$ cat src/rtl/up_down_counter_bounded.sv
// Bounded up/down counter with programmable step, clamped load and wrap/saturate handling
// at the bounds; bound hits are reported as registered pulses and sticky flags.
module up_down_counter_bounded #(
    parameter int               WIDTH       = 8,
    parameter int               STEP_W      = 4,
    parameter int               SATURATE    = 0,
    parameter logic [WIDTH-1:0] RESET_VALUE = {WIDTH{1'b0}}
) (
    input  logic              clock,
    input  logic              reset,
    input  logic              enable,
    input  logic              up,
    input  logic              down,
    input  logic [STEP_W-1:0] step,
    input  logic              load,
    input  logic [WIDTH-1:0]  load_value,
    input  logic [WIDTH-1:0]  min_value,
    input  logic [WIDTH-1:0]  max_value,
    input  logic              clear_flags,
    output logic [WIDTH-1:0]  count,
    output logic              at_max,
    output logic              at_min,
    output logic              ovf_pulse,
    output logic              unf_pulse,
    output logic              ovf_sticky,
    output logic              unf_sticky,
    output logic              cfg_err
);

    // Two guard bits: one for the carry of an up step, one as the sign of a down step.
    localparam int EXT_W = WIDTH + 2;

    function automatic logic [WIDTH-1:0] clamp_fn(
        input logic [WIDTH-1:0] value,
        input logic [WIDTH-1:0] lo,
        input logic [WIDTH-1:0] hi
    );
        logic [WIDTH-1:0] upper_s;
        upper_s = (value > hi) ? hi : value;
        return (upper_s < lo) ? lo : upper_s;
    endfunction

    logic [WIDTH-1:0] count_r;
    logic [WIDTH-1:0] count_next_s;
    logic             ovf_pulse_r;
    logic             unf_pulse_r;
    logic             ovf_sticky_r;
    logic             unf_sticky_r;
    logic             cfg_err_s;
    logic             step_op_s;
    logic             ovf_event_s;
    logic             unf_event_s;
    logic [EXT_W-1:0] step_ext_s;
    logic [EXT_W-1:0] up_sum_s;
    logic [EXT_W-1:0] down_diff_s;
    logic             up_over_s;
    logic             down_under_s;

    assign cfg_err_s  = (min_value > max_value);
    assign step_op_s  = enable & (up ^ down) & (step != {STEP_W{1'b0}}) & ~load & ~cfg_err_s;

    assign step_ext_s  = EXT_W'(step);
    assign up_sum_s    = EXT_W'(count_r) + step_ext_s;
    assign down_diff_s = EXT_W'(count_r) - step_ext_s;

    // A negative difference sets the top bit, which must not be mistaken for a large value.
    assign up_over_s    = (up_sum_s > EXT_W'(max_value));
    assign down_under_s = down_diff_s[EXT_W-1] | (down_diff_s < EXT_W'(min_value));

    // Next count and bound events: load beats a step, otherwise hold.
    always_comb begin
        count_next_s = count_r;
        ovf_event_s  = 1'b0;
        unf_event_s  = 1'b0;
        if (load) begin
            count_next_s = clamp_fn(load_value, min_value, max_value);
        end else if (step_op_s) begin
            if (up) begin
                if (up_over_s) begin
                    ovf_event_s  = 1'b1;
                    count_next_s = (SATURATE != 0) ? max_value : min_value;
                end else begin
                    count_next_s = up_sum_s[WIDTH-1:0];
                end
            end else begin
                if (down_under_s) begin
                    unf_event_s  = 1'b1;
                    count_next_s = (SATURATE != 0) ? min_value : max_value;
                end else begin
                    count_next_s = down_diff_s[WIDTH-1:0];
                end
            end
        end else begin
            count_next_s = count_r;
        end
    end

    // Count and one-cycle event pulses, updated on the same edge.
    always_ff @(posedge clock) begin
        if (reset) begin
            count_r     <= RESET_VALUE;
            ovf_pulse_r <= 1'b0;
            unf_pulse_r <= 1'b0;
        end else begin
            count_r     <= count_next_s;
            ovf_pulse_r <= ovf_event_s;
            unf_pulse_r <= unf_event_s;
        end
    end

    // Sticky flags: a new event wins over a coincident clear.
    always_ff @(posedge clock) begin
        if (reset) begin
            ovf_sticky_r <= 1'b0;
            unf_sticky_r <= 1'b0;
        end else begin
            if (ovf_event_s) begin
                ovf_sticky_r <= 1'b1;
            end else if (clear_flags) begin
                ovf_sticky_r <= 1'b0;
            end
            if (unf_event_s) begin
                unf_sticky_r <= 1'b1;
            end else if (clear_flags) begin
                unf_sticky_r <= 1'b0;
            end
        end
    end

    assign count      = count_r;
    assign at_max     = (count_r == max_value);
    assign at_min     = (count_r == min_value);
    assign ovf_pulse  = ovf_pulse_r;
    assign unf_pulse  = unf_pulse_r;
    assign ovf_sticky = ovf_sticky_r;
    assign unf_sticky = unf_sticky_r;
    assign cfg_err    = cfg_err_s;

endmodule

$ cat config.mk
export PLATFORM = sky130hd
export DESIGN_NAME = up_down_counter_bounded
export DESIGN_NICKNAME = d
export VERILOG_FILES = /design/src/rtl/up_down_counter_bounded.sv
export SDC_FILE = /design/constraint.sdc
export NUM_CORES = 1
export LEC_CHECK = 0
export ABC_AREA = 0
export CAP_MARGIN = 10
export CORE_MARGIN = 2
export CORE_UTILIZATION = 57
export CTS_CLUSTER_SIZE = 12
export DETAILED_ROUTE_END_ITERATION = 10
export PLACE_DENSITY = 0.87
export SKIP_CTS_REPAIR_TIMING = 1
export SLEW_MARGIN = 20
export SYNTH_ARGS = -nofsm -noshare
export SYNTH_HDL_FRONTEND = slang
export SYNTH_SLANG_ARGS = --single-unit
$ cat constraint.sdc
create_clock -name clock -period 8 [get_ports clock]
set_clock_uncertainty 0.2 [all_clocks]
set_input_delay 1.2 -clock clock [delete_from_list [all_inputs] [get_ports clock]]
set_output_delay 1.2 -clock clock [all_outputs]
set_load 0.1 [all_outputs]
==> run metrics <==
Vias=between 2k and 3k; core area=approximately 4100 µm²; P_leak=roughly 1.4 nW; DR top layer=met4; Iter 0 DRT Violations=399; Synth async-reset ratio=0%; final setup vio count=0; Initial Utilization=approximately 60%; initial antenna violation count=0; CP startpoint=step[0]; Max VDD drop=about 0.00013 V; clk buf depth=2; final instance area=between 3000 and 4000 µm²; clock transition at the registers of the reported paths=about 60 ps; Setup CP Type=in -> reg; Layout Utilization=between 70% and 80%; setup TNS=0 ps; Worst Reg-to-Reg Cells=15; Synth top area share=between 20% and 30%; Max-Cap Viols=0; Max-slew headroom=about a third; DP HPWL=roughly 6000 µm; reg-to-reg slack, setup=roughly 3600 ps; DRC violations left=0; Critical Path Slowest Stage Cell=a31oi_2; Post-Syn Area=around 2500 µm²; slowest stage delay, CP=~560 ps; Worst R2R End=count[7]$_SDFFE_PP0P_; Port Buffers=49; worst-path cell chain=clkdlybuf4s50_1 -> ha_1 -> inv_1 -> fa_1 -> a21o_1 -> a21oi_1 -> nand2_1 -> xnor2_1 -> ha_1 -> nand4_1 -> o31a_1 -> a31oi_2 -> mux2_2 -> a221oi_1 -> o22ai_1; Crit path arrival time=around 5400 ps; dpl cell area=between 2000 and 3000 µm²; largest net degree at the start of global routing=16; Slew @ Worst Pin=slightly below 1000 ps; Unique masters post-synth=57; top area cells in the synthesized netlist=ha_1 (23%), dfxtp_1 (9.8%), xnor2_1 (7.8%); worst-path fanout max=12; EDFF count, synth=0; fin nets=437; Worst EP required=about 7900 ps; Synth Area per Inst=7.87 µm²; total CTS buffers=3; Placer Congestion=0.972; Crit path depth=15; endpoint type of the worst setup path=flop; Initial DRT Pass Iterations=6; pwr dens=about 160 nW/µm²; reg-to-reg startpoint=count[0]$_SDFFE_PP0P_; Die ar.=roughly 4900 µm²; layout cells sized above 1=approximately 5.9%; Min Hold Slack=around 260 ps; Area Overhead vs Synth=22.2%; Post-Syn Nets=396; die height=~70 µm; Yosys Warn Count=0; RSZ-0062 raised after global routing=no; period utilisation layout=about two thirds; met1 WL=about 3000 µm; Setup crit start kind=primary input; vias in the first global route=2527; antenna viol nets, final=0; CP delay by family, top=compound AO/OA/AOI/OAI gates; Tot GR Track Use=between 30% and 40%; WL met3=roughly 650 µm; Site Rows=23; most used cell, CP=ha_1; number of synthesized register bits=12; vias per cell=between 6 and 7; fin crit period=5410 ps; clock root cell=clkbuf_8; cell count after synthesis=around 310; post-synthesis sequential area ratio=under 10%; CTS H-tree depth=1; end point of the critical path=count[7]$_SDFFE_PP0P_; latest clock arrival within the worst-skew pair=250 ps; top_reg_cell synth=dfxtp_1; global-route wire length before repair=approximately 12000 µm; CTS tree=yes; Fill cells=316; top-level port count=50; Wirelength per Cell=18.2 µm; outcome=completed; ANT cells=0; Hold Crit Class=reg -> reg; metal2 WL=between 3000 and 4000 µm; die width=about 70 µm; Final Slew Violations=0; final wirelength=roughly 7300 µm; Hold Fails Final Rpt=0; Clock Sinks=12; total gr overflow=0; Buffers & Inverters on Critical Path=2; Max Clock Freq=~180 MHz; post-synth top area cell=ha_1
==> synthesized netlist by cell type (2+ instances only) <==
master	instances
a211o_1	2
nand4_1	6
mux2i_1	13
a211oi_2	2
o22ai_1	4
buf_2	6
a31oi_1	3
a211oi_1	5
o21ai_0	17
o21a_1	3
nor2_1	26
dfxtp_1	12
fa_1	2
inv_1	27
and4_1	2
nand2b_1	4
clkbuf_1	5
ha_1	46
o211ai_1	3
nor3_1	5
a21o_1	7
nand3_1	5
and3_1	3
xor2_1	6
a2111oi_1	2
nand2_1	19
nor2b_1	3
o31a_1	2
or2_2	2
a221oi_1	3
a21oi_1	21
xnor2_1	22
==> sequential cells by signal (all words and copies together), names as in the netlist <==
signal      count
unf_sticky      1
unf_pulse       1
count           8
ovf_pulse       1
ovf_sticky      1
==> worst min path at each step <==
stage,cells past startpoint,endpoint,start,slack [ps]
finish,1,unf_sticky$_SDFFE_PP0P_,unf_sticky$_SDFFE_PP0P_,260
global route,1,unf_sticky$_SDFFE_PP0P_,unf_sticky$_SDFFE_PP0P_,290
CTS,1,unf_sticky$_SDFFE_PP0P_,unf_sticky$_SDFFE_PP0P_,260
detailed placement,1,unf_sticky$_SDFFE_PP0P_,unf_sticky$_SDFFE_PP0P_,240
global placement,1,ovf_sticky$_SDFFE_PP0P_,ovf_sticky$_SDFFE_PP0P_,240
floorplan,1,ovf_sticky$_SDFFE_PP0P_,ovf_sticky$_SDFFE_PP0P_,760
==> routing by layer <==
| layer | vias up | track usage [%] |
|---|---|---|
| met2 | 149 | 53.4 |
| met1 | 1185 | 41.4 |
| met3 | 22 | 4.36 |
| met4 | 0 | 7.05 |
| met5 | - | 0 |
| li1 | 1217 | - |
==> through the flow <==
step | worst slack (ps) | cells | power [mW]
after CTS | 2450 | 403 | 0.460
after floorplan | 3550 | 313 | 0.312
final | 2590 | 403 | 0.469
after detailed placement | 2250 | 399 | 0.386
after global routing | 2390 | 403 | 0.499
after global placement | 2460 | 399 | 0.375
==> layout make-up <==
cell class / count / area [µm²] / area share, %
multi-input cells: 261 / 2060 / 68.4
flip-flops and latches: 12 / 240 / 7.98
well taps: 50 / 62.6 / 2.08
clock buffers: 4 / 55.1 / 1.83
repair buffers: 49 / 490 / 16.3
inverters: 27 / 101 / 3.37
==> logic make-up (layout without fill, tap and decap cells) <==
kind of cell / count (synthesis) / after routing / share of synthesized area (%)
AO/OA/AOI/OAI: 86 / 86 / 24.5
AND/OR/NAND/NOR: 84 / 84 / 17.6
adder cells (fa/ha/maj): 48 / 48 / 25.0
buffers and inverters: 40 / 80 / 6.86
XOR/XNOR: 28 / 28 / 9.96
multiplexers: 15 / 15 / 6.35
flip-flops: 12 / 12 / 9.76
==> power by group <==
part | internal, mW | switching, mW | leakage (nW) | total, mW
Clock | 0.0437 | 0.0262 | 0.0288 | 0.0699
Sequential | 0.0648 | 0.0146 | 0.0986 | 0.0795
Combinational | 0.129 | 0.191 | 1.23 | 0.320
==> placed cells by master (no fill, tap or decap), types with 3 or more instances in the layout <==
master	instances
clkdlybuf4s50_1	49
ha_1	46
inv_1	27
nor2_1	26
xnor2_1	22
a21oi_1	21
nand2_1	19
o21ai_0	17
mux2i_1	13
dfxtp_1	12
a21o_1	7
nand4_1	6
xor2_1	6
nor3_1	5
nand3_1	5
a211oi_1	5
nand2b_1	4
o22ai_1	4
clkbuf_8	4
nor2b_1	3
o211ai_1	3
o21a_1	3
and3_1	3
a221oi_1	3
Note: power is estimated with default switching activity, not from simulation.
